--- config.mk ---
export PLATFORM = sky130hd
export DESIGN_NAME = seq_restoring_divider_flat
export DESIGN_NICKNAME = d
export VERILOG_FILES = /design/src/rtl/seq_restoring_divider_if.sv /design/src/rtl/seq_restoring_divider.sv /design/src/flat_wrapper.sv
export SDC_FILE = /design/constraint.sdc
export NUM_CORES = 1
export LEC_CHECK = 0
export CELL_PAD_IN_SITES_DETAIL_PLACEMENT = 1
export CELL_PAD_IN_SITES_GLOBAL_PLACEMENT = 1
export CORE_UTILIZATION = 38
export DETAILED_ROUTE_END_ITERATION = 7
export PLACE_DENSITY_LB_ADDON = 0.2
export SYNTH_ARGS = -nofsm -noshare
export SYNTH_HDL_FRONTEND = slang
export SYNTH_SLANG_ARGS = --single-unit
--- constraint.sdc ---
create_clock -name clk -period 2.7 [get_ports clk]
set_input_delay 0.405 -clock clk [delete_from_list [all_inputs] [get_ports clk]]
set_output_delay 0.405 -clock clk [all_outputs]
set_load 0.005 [all_outputs]
--- src/rtl/seq_restoring_divider_if.sv ---
// =============================================================================
// seq_restoring_divider_if : start/busy/done handshake and operand/result bus
// Revision 1.0
// =============================================================================
`default_nettype none

interface seq_restoring_divider_if #(
  parameter int WIDTH = 32
);
  logic             start;
  logic [WIDTH-1:0] A;
  logic [WIDTH-1:0] B;
  logic             busy;
  logic             done;
  logic [WIDTH-1:0] Q;
  logic [WIDTH-1:0] R;
  logic             div_by_zero;

  modport master (
    output start, A, B,
    input  busy, done, Q, R, div_by_zero
  );

  modport slave (
    input  start, A, B,
    output busy, done, Q, R, div_by_zero
  );
endinterface

`default_nettype wire

--- src/rtl/seq_restoring_divider.sv ---
// =============================================================================
// seq_restoring_divider : multi-cycle unsigned restoring divider, 1 bit/clock
// Revision 1.0
// =============================================================================
`default_nettype none

module seq_restoring_divider #(
  parameter int WIDTH = 32
) (
  input  wire logic              clk,
  input  wire logic              rst_n,
  seq_restoring_divider_if.slave bus
);
  localparam int CW = $clog2(WIDTH);
  localparam logic [CW-1:0] LAST = CW'(WIDTH - 1);

  typedef enum logic [0:0] {
    IDLE = 1'b0,
    RUN  = 1'b1
  } state_t;

  state_t           state;
  logic [WIDTH-1:0] d;
  logic [WIDTH-1:0] qs;
  logic [WIDTH:0]   p;
  logic [CW-1:0]    cnt;
  logic             busy;
  logic             done;
  logic [WIDTH-1:0] q;
  logic [WIDTH-1:0] r;
  logic             dbz;

  logic [WIDTH:0]   p_shift;
  logic [WIDTH:0]   diff;
  logic [WIDTH:0]   p_next;
  logic [WIDTH-1:0] qs_next;
  logic             no_borrow;
  logic             unused_p_msb;

  // A + ~B + 1 over WIDTH+1 bits; the carry-out doubles as the no-borrow flag.
  assign p_shift = {p[WIDTH-1:0], qs[WIDTH-1]};
  assign {no_borrow, diff} = {1'b0, p_shift} + {1'b0, ~{1'b0, d}}
                           + {{(WIDTH+1){1'b0}}, 1'b1};
  assign p_next  = no_borrow ? diff : p_shift;
  assign qs_next = {qs[WIDTH-2:0], no_borrow};

  // The partial remainder stays below the divisor, so its top bit never feeds back.
  assign unused_p_msb = p[WIDTH];

  always_ff @(posedge clk or negedge rst_n) begin
    if (!rst_n) begin
      state <= IDLE;
      d     <= '0;
      qs    <= '0;
      p     <= '0;
      cnt   <= '0;
      busy  <= 1'b0;
      done  <= 1'b0;
      q     <= '0;
      r     <= '0;
      dbz   <= 1'b0;
    end else begin
      done <= 1'b0;
      case (state)
        IDLE: begin
          if (bus.start) begin
            if (bus.B != '0) begin
              d     <= bus.B;
              qs    <= bus.A;
              p     <= '0;
              cnt   <= '0;
              busy  <= 1'b1;
              state <= RUN;
            end else begin
              q    <= '1;
              r    <= bus.A;
              dbz  <= 1'b1;
              done <= 1'b1;
            end
          end
        end
        RUN: begin
          p   <= p_next;
          qs  <= qs_next;
          cnt <= cnt + CW'(1);
          if (cnt == LAST) begin
            q     <= qs_next;
            r     <= p_next[WIDTH-1:0];
            dbz   <= 1'b0;
            done  <= 1'b1;
            busy  <= 1'b0;
            state <= IDLE;
          end
        end
        default: state <= IDLE;
      endcase
    end
  end

  assign bus.busy        = busy;
  assign bus.done        = done;
  assign bus.Q           = q;
  assign bus.R           = r;
  assign bus.div_by_zero = dbz;

endmodule

`default_nettype wire

--- src/flat_wrapper.sv ---
// flat-port wrapper written by rule: the top's interface ports become plain ports
module seq_restoring_divider_flat 
#(
  parameter int WIDTH = 32
)
  (clk, rst_n, bus_start, bus_A, bus_B, bus_busy, bus_done, bus_Q, bus_R, bus_div_by_zero);
  seq_restoring_divider_if #(.WIDTH(WIDTH)) bus_i ();
  input  wire logic clk;
  input  wire logic rst_n;
  input wire logic [$bits(bus_i.start)-1:0] bus_start;
  input wire logic [$bits(bus_i.A)-1:0] bus_A;
  input wire logic [$bits(bus_i.B)-1:0] bus_B;
  output wire logic [$bits(bus_i.busy)-1:0] bus_busy;
  output wire logic [$bits(bus_i.done)-1:0] bus_done;
  output wire logic [$bits(bus_i.Q)-1:0] bus_Q;
  output wire logic [$bits(bus_i.R)-1:0] bus_R;
  output wire logic [$bits(bus_i.div_by_zero)-1:0] bus_div_by_zero;
  assign bus_i.start = bus_start;
  assign bus_i.A = bus_A;
  assign bus_i.B = bus_B;
  assign bus_busy = bus_i.busy;
  assign bus_done = bus_i.done;
  assign bus_Q = bus_i.Q;
  assign bus_R = bus_i.R;
  assign bus_div_by_zero = bus_i.div_by_zero;
  seq_restoring_divider #(.WIDTH(WIDTH)) u_core (.clk(clk), .rst_n(rst_n), .bus(bus_i));
endmodule
# Word level (Yosys, flattened, before mapping)

Index checks and enable logic that the tools add are counted.

Bits in registers: 169
Bits in latches: 0
RAM bits: 0
Memory bits (read-only): 0
Input port bits: 67
Output and inout port bits: 67
Word-level logic and storage cells: 58
Memories kept: 0

Add/sub/neg operators: 3
Multipliers: 0
Divide/modulo/power cells: 0
$lt $le $gt $ge: 0
Eq/ne operators: 5
Shift-type cells: 0
Multiplexer cells: 33
Bitwise logic cells: 2
Reduce and logical (&&, ||, !) cells: 5

Operator list:

| kind                    | count |
|---|---|
| $mux W32                | 11 |
| $pmux W32 S2            | 4 |
| $add A33 B33 Y34        | 1 |
| $add A34 B1 Y34 const B | 1 |
| $not A32 Y33            | 1 |
| $reduce_bool A32 Y1     | 1 |
| $mux W1                 | 11 |
| $mux W5                 | 2 |
| $pmux W5 S2             | 1 |
| $reduce_and A3 Y1       | 3 |
| $pmux W1 S2             | 4 |
| $ne A2 B2 Y1 const B    | 3 |
| $add A5 B1 Y5 const B   | 1 |
| $eq A5 B5 Y1 const B    | 1 |
| $ne A2 B1 Y1 const B    | 1 |
| $reduce_and A2 Y1       | 1 |
| $not A1 Y1              | 1 |

# Longest topological paths before layout

Depth in word-level cells: 6
Depth in mapped cells: 12
Depth with buffers taken out: 11

# Least setup slack after synthesis

OpenSTA, ideal clock, no wires.

Path kind: reg-to-reg
Start: register u_core.p[9]
End: register u_core.r[30] (netlist: u_core.bus.R[30])
Setup time: 0.138 ns
Arrival: 2.520 ns
Required time: 2.562 ns
Slack: 0.042 ns
Cell stages (with the launch flop): 11
Buffers on the path: 1
Clock period less this slack: 2.658 ns
Cells stage by stage: dfrtp_1 -> ha_1 -> a21o_1 -> a211oi_2 -> a2bb2oi_2 -> nand3_2 -> a2111o_1 -> buf_2 -> or3_1 -> o221ai_1 -> a21oi_1

Cells in the longest elaborated chain, start to end: 5

Ends and longest elaborated chain:

| element                  | line                        | RTL |
|---|---|---|
| start: declaration       | seq_restoring_divider.sv:25 | `logic [WIDTH:0] p;` |
| start signal: assignment | seq_restoring_divider.sv:83 | `p <= p_next;` |
| $add A33 B33 Y34         | seq_restoring_divider.sv:42 | `assign {no_borrow, diff} = {1'b0, p_shift} + {1'b0, ~{1'b0, d}}` |
| $add A34 B1 Y34          | seq_restoring_divider.sv:43 | `+ {{(WIDTH+1){1'b0}}, 1'b1};` |
| $mux W32                 | seq_restoring_divider.sv:44 | `assign p_next = no_borrow ? diff : p_shift;` |
| $mux W32                 | seq_restoring_divider.sv:86 | `if (cnt == LAST) begin` |
| $pmux W32 S2             | seq_restoring_divider.sv:64 | `case (state)` |
| end signal: assignment   | seq_restoring_divider.sv:76 | `r <= bus.A;` |
| end signal: assignment   | seq_restoring_divider.sv:88 | `r <= p_next[WIDTH-1:0];` |
| end: declaration         | seq_restoring_divider.sv:30 | `logic [WIDTH-1:0] r;` |

Every way passes these cells. The select of a mux whose other input is x is not followed.
A chain may end at the register's enable or synchronous reset.

# Worst setup path after layout

Start: register u_core.d[0]
End: register u_core.p[24]

Cells in the longest elaborated chain, start to end: 5

Ends and longest elaborated chain:

| element                  | line                        | RTL |
|---|---|---|
| start: declaration       | seq_restoring_divider.sv:23 | `logic [WIDTH-1:0] d;` |
| start signal: assignment | seq_restoring_divider.sv:68 | `d <= bus.B;` |
| $not A32 Y33             | seq_restoring_divider.sv:42 |  |
| $add A33 B33 Y34         | seq_restoring_divider.sv:42 |  |
| $add A34 B1 Y34          | seq_restoring_divider.sv:43 |  |
| $mux W32                 | seq_restoring_divider.sv:44 |  |
| $pmux W32 S2             | seq_restoring_divider.sv:64 |  |

Every way passes these cells.

==> impl_results.md <==
- Status: complete, but fails checks
- Failing checks: setup timing
- H-tree depth: 4
- EDFF count, synth: 0
- Setup Skew: 0.0114 ns
- Fin worst setup slack: -0.159 ns
- Total Power: 22.4 mW
- Initial Utilization: 39.0%
- CTS tree: done
- Cell depth of the worst flop-to-flop path: 11
- # IOs: 134
- Worst vdd ir: 612 uV
- Area of the multi-input gates: 4970 um^2
- Vias per cell: 5.51
- IO buf count: 133
- Nets: 1275
- CP Data Required Time: 3.01 ns
- Worst Setup SP: u_core.d[0]$_DFFE_PN0P_
- Initial DRC Count: 441
- Drt wl/cell: 20.7 um
- Worst-Skew Late Latency: 0.44 ns
- Synth-to-Final Area Change: 49.6%
- CP Launch Type: flop
- Pin count of the biggest net entering global routing: 59
- Die Span Y: 155 um
- Vias in the first global route: 8667
- Gr ovfl total: 0
- Slew Viols, Final: 0
- Placed cells: 1450
- Initial antenna violation count: 0
- Width of the die: 155 um
- Worst Path Arrival: 3.17 ns
- Maximum clock insertion buffer count: 2
- Inserted Clock Buffers: 17
- Diodes inserted: 0
- Final-layout fill cell count: 2460
- CP endpoint: u_core.p[24]$_DFFE_PN0P_
- Cell Area, Synth: 8880 um^2
- Total Wirelength: 31.0 mm
- Finished Layout Cells: 1499
- FF/Latch Area: 4230 um^2
- PwrDens: 1690 nW/um^2
- Hold Violations, Final: 0
- Share of cells above drive strength 1: 28.8%
- Minimum clock period: 2.86 ns
- Largest fanout on the critical path: 3
- Gr usage total: 26.1%
- Flops & latches, synth: 169
- Syn avg cell area: 9.95 um^2
- Reg2reg end: u_core.p[24]$_DFFE_PN0P_
- Worst R2R Setup Slack: -0.16 ns
- Achievable clock frequency: 350 MHz
- DR vias: 8253
- Unrepaired setup endpoints after global routing: true
- # clock sinks: 169
- Netlist cell types: 60
- Setup TNS: -3.17 ns
- Worst r2r src: u_core.d[0]$_DFFE_PN0P_
- Synth Instances: 892
- Post-synthesis net count: 994
- Max Cap Violations: 0
- Slew @ Worst Pin: 0.614 ns
- CP Capture Type: flop
- Main synth FF type: dfrtp_1
- Post-route DRC: 0
- HP Class: flop to flop
- Drt pass-1 iters: 5
- Worst Path Class, Setup: flop to flop
- Die area: 24000 um^2
- Seq/Total Area, Yosys: 47.6%
- Rows: 55
- Core area: 22800 um^2
- Setup violation total in the final timing report: 47
- Synthesis warning total: 0
- Dpl hpwl: 21.4 mm
- Normalized max-slew margin: 59.0%
- Lkg Pwr: 5.76 nW
- First-pass GRT wire length: 48.3 mm
- Crit share post-route: 106%
- Routed Antenna Nets: 0
- Ys async rst share: 100%
- Reg clk slew, reported paths: 0.07 ns
- Root Buffer: clkbuf_16
- Routability Congestion: 0.877
[cell families (layout without fill, tap and decap cells)]
| logic type | count (synthesis) | after routing | share of synthesized area, % |
|---|---|---|---|
| muxes | 62 | 62 | 7.44 |
| DFF | 169 | 169 | 47.6 |
| buffers and inverters | 94 | 388 | 4.12 |
| and+or+nand+nor | 212 | 212 | 10.9 |
| xor gates and xnor gates | 24 | 24 | 2.37 |
| AOI/OAI and AO/OA | 296 | 296 | 22.5 |
| adders and majority gates | 35 | 35 | 5.02 |
[repair_timing]
action / 4_1_cts / 5_1_grt
gates resized for setup: 56 / 84
endpoints found under the hold margin: 55 / 0
hold buffers: 1 / 0
setup buffers: 7 / 10
cloned: 0 / 1
setup endpoints to repair: 60 / 66
pin swaps: 11 / 42
[report_power, final]
part	switching [mW]	internal, mW
clock network	1.21	1.26
registers	1.01	3.87
logic	7.42	7.66
total	9.65	12.8
[metrics by stage]
step                hold WS (ns)  setup slack (ns)  instance area, um^2  utilization (%)
detailed placement         0.442            -0.350                11800             51.9
finish                     0.488            -0.159                13300             58.3
CTS                        0.494            -0.124                12700             55.9
global route               0.506            -0.234                13300             58.3
floorplan                  0.109            0.0423                 8880                -
global placement           0.432            -0.462                11800             51.9
[worst max-delay path, stage by stage (launching register included)]
cell and delay [ns]:
dfrtp_2 0.45, ha_4 0.18, fa_2 0.37, nor2b_4 0.18
o21bai_4 0.10, a211o_1 0.32, buf_6 0.14, a2111o_1 0.40
nand4_1 0.14, a31oi_2 0.13, a21oi_2 0.22, o21ai_1 0.09
[area by class of cell]
type                    count  share of cell area (%)
clock inverters            14                    1.13
inverters                  45                    1.27
repair buffers            311                    22.0
flip-flops and latches    169                    31.9
well taps                 313                    2.95
clock buffers              18                    3.31
multi-input cells         629                    37.4
[how the worst min path moves through the flow]
stage	to	cells after the start	startpoint	slack [ns]
6_report	u_core.bus.Q[26]$_DFFE_PN0P_	1	u_core.bus.Q[26]$_DFFE_PN0P_	0.49
5_1_grt	u_core.bus.Q[23]$_DFFE_PN0P_	1	u_core.bus.Q[23]$_DFFE_PN0P_	0.51
4_1_cts	u_core.bus.Q[26]$_DFFE_PN0P_	1	u_core.bus.Q[26]$_DFFE_PN0P_	0.49
3_5_place_dp	u_core.d[5]$_DFFE_PN0P_	1	rst_n	0.44
3_3_place_gp	u_core.d[5]$_DFFE_PN0P_	1	rst_n	0.43
2_1_floorplan	u_core.bus.Q[0]$_DFFE_PN0P_	0	rst_n	0.11
[registers in the layout (all words and copies together), names as in the netlist]
signal,count
u_core.p,32
u_core.bus.Q,32
u_core.bus.busy,1
u_core.d,32
u_core.qs,32
u_core.bus.div_by_zero,1
u_core.state,1
u_core.bus.R,32
u_core.bus.done,1
u_core.cnt,5
[cell usage after synthesis (3+ instances only)]
cell type	count	share of area [%]
a22oi_1	5	0.42
or3_1	6	0.42
o211ai_1	3	0.25
a21o_1	22	1.9
a31oi_1	24	1.7
ha_1	34	4.8
nand2_1	102	4.3
a211oi_2	4	0.56
nor2_1	33	1.4
inv_1	43	1.8
a21oi_1	50	2.8
xor2_1	4	0.39
buf_2	10	0.56
nand3_1	12	0.68
o221ai_1	6	0.59
nand4_1	7	0.49
o22a_1	34	3.4
o21bai_1	6	0.51
xnor2_1	20	2.0
a22o_1	5	0.49
o21ai_0	77	4.3
a211oi_1	7	0.59
a32oi_1	7	0.69
nor4_1	11	0.78
o22ai_1	8	0.56
a21boi_0	9	0.76
mux2_2	32	4.1
nor3_1	10	0.56
and3_1	13	0.92
nor2b_1	3	0.21
clkbuf_1	38	1.6
mux2i_1	30	3.4
and2_1	7	0.49
o21a_1	4	0.34
a2111oi_0	3	0.30
dfrtp_1	169	48
[placed cells by master (no fill, tap or decap), drive strengths merged, types with 5 or more instances in the layout]
master and instances:
mux2 32, buf 177, a21o 22, mux2i 30
a22oi 5, a21oi 52, o21bai 6, a32oi 7
xnor2 20, a21boi 10, o221ai 6, nor3 10
clkdlybuf4s50 132, ha 34, nor2 33, dfrtp 169
nand4 7, o22ai 8, nand2 102, clkbuf 19
a2111oi 5, a22o 5, o21ai 79, nor4 11
and3 13, o22a 34, nand3 13, or3 6
inv 53, and2 7, a31oi 24, a211oi 11
[routing by layer]
metal  track usage (%)  up-vias  wire (um)
met5                 0        -          0
met4              5.89        0        550
met3              4.12       40       1060
met2              41.8      214      14900
met1              37.1     4177      14400
li1                  -     3822          -
No activity file was read; power rests on OpenSTA's default activity.
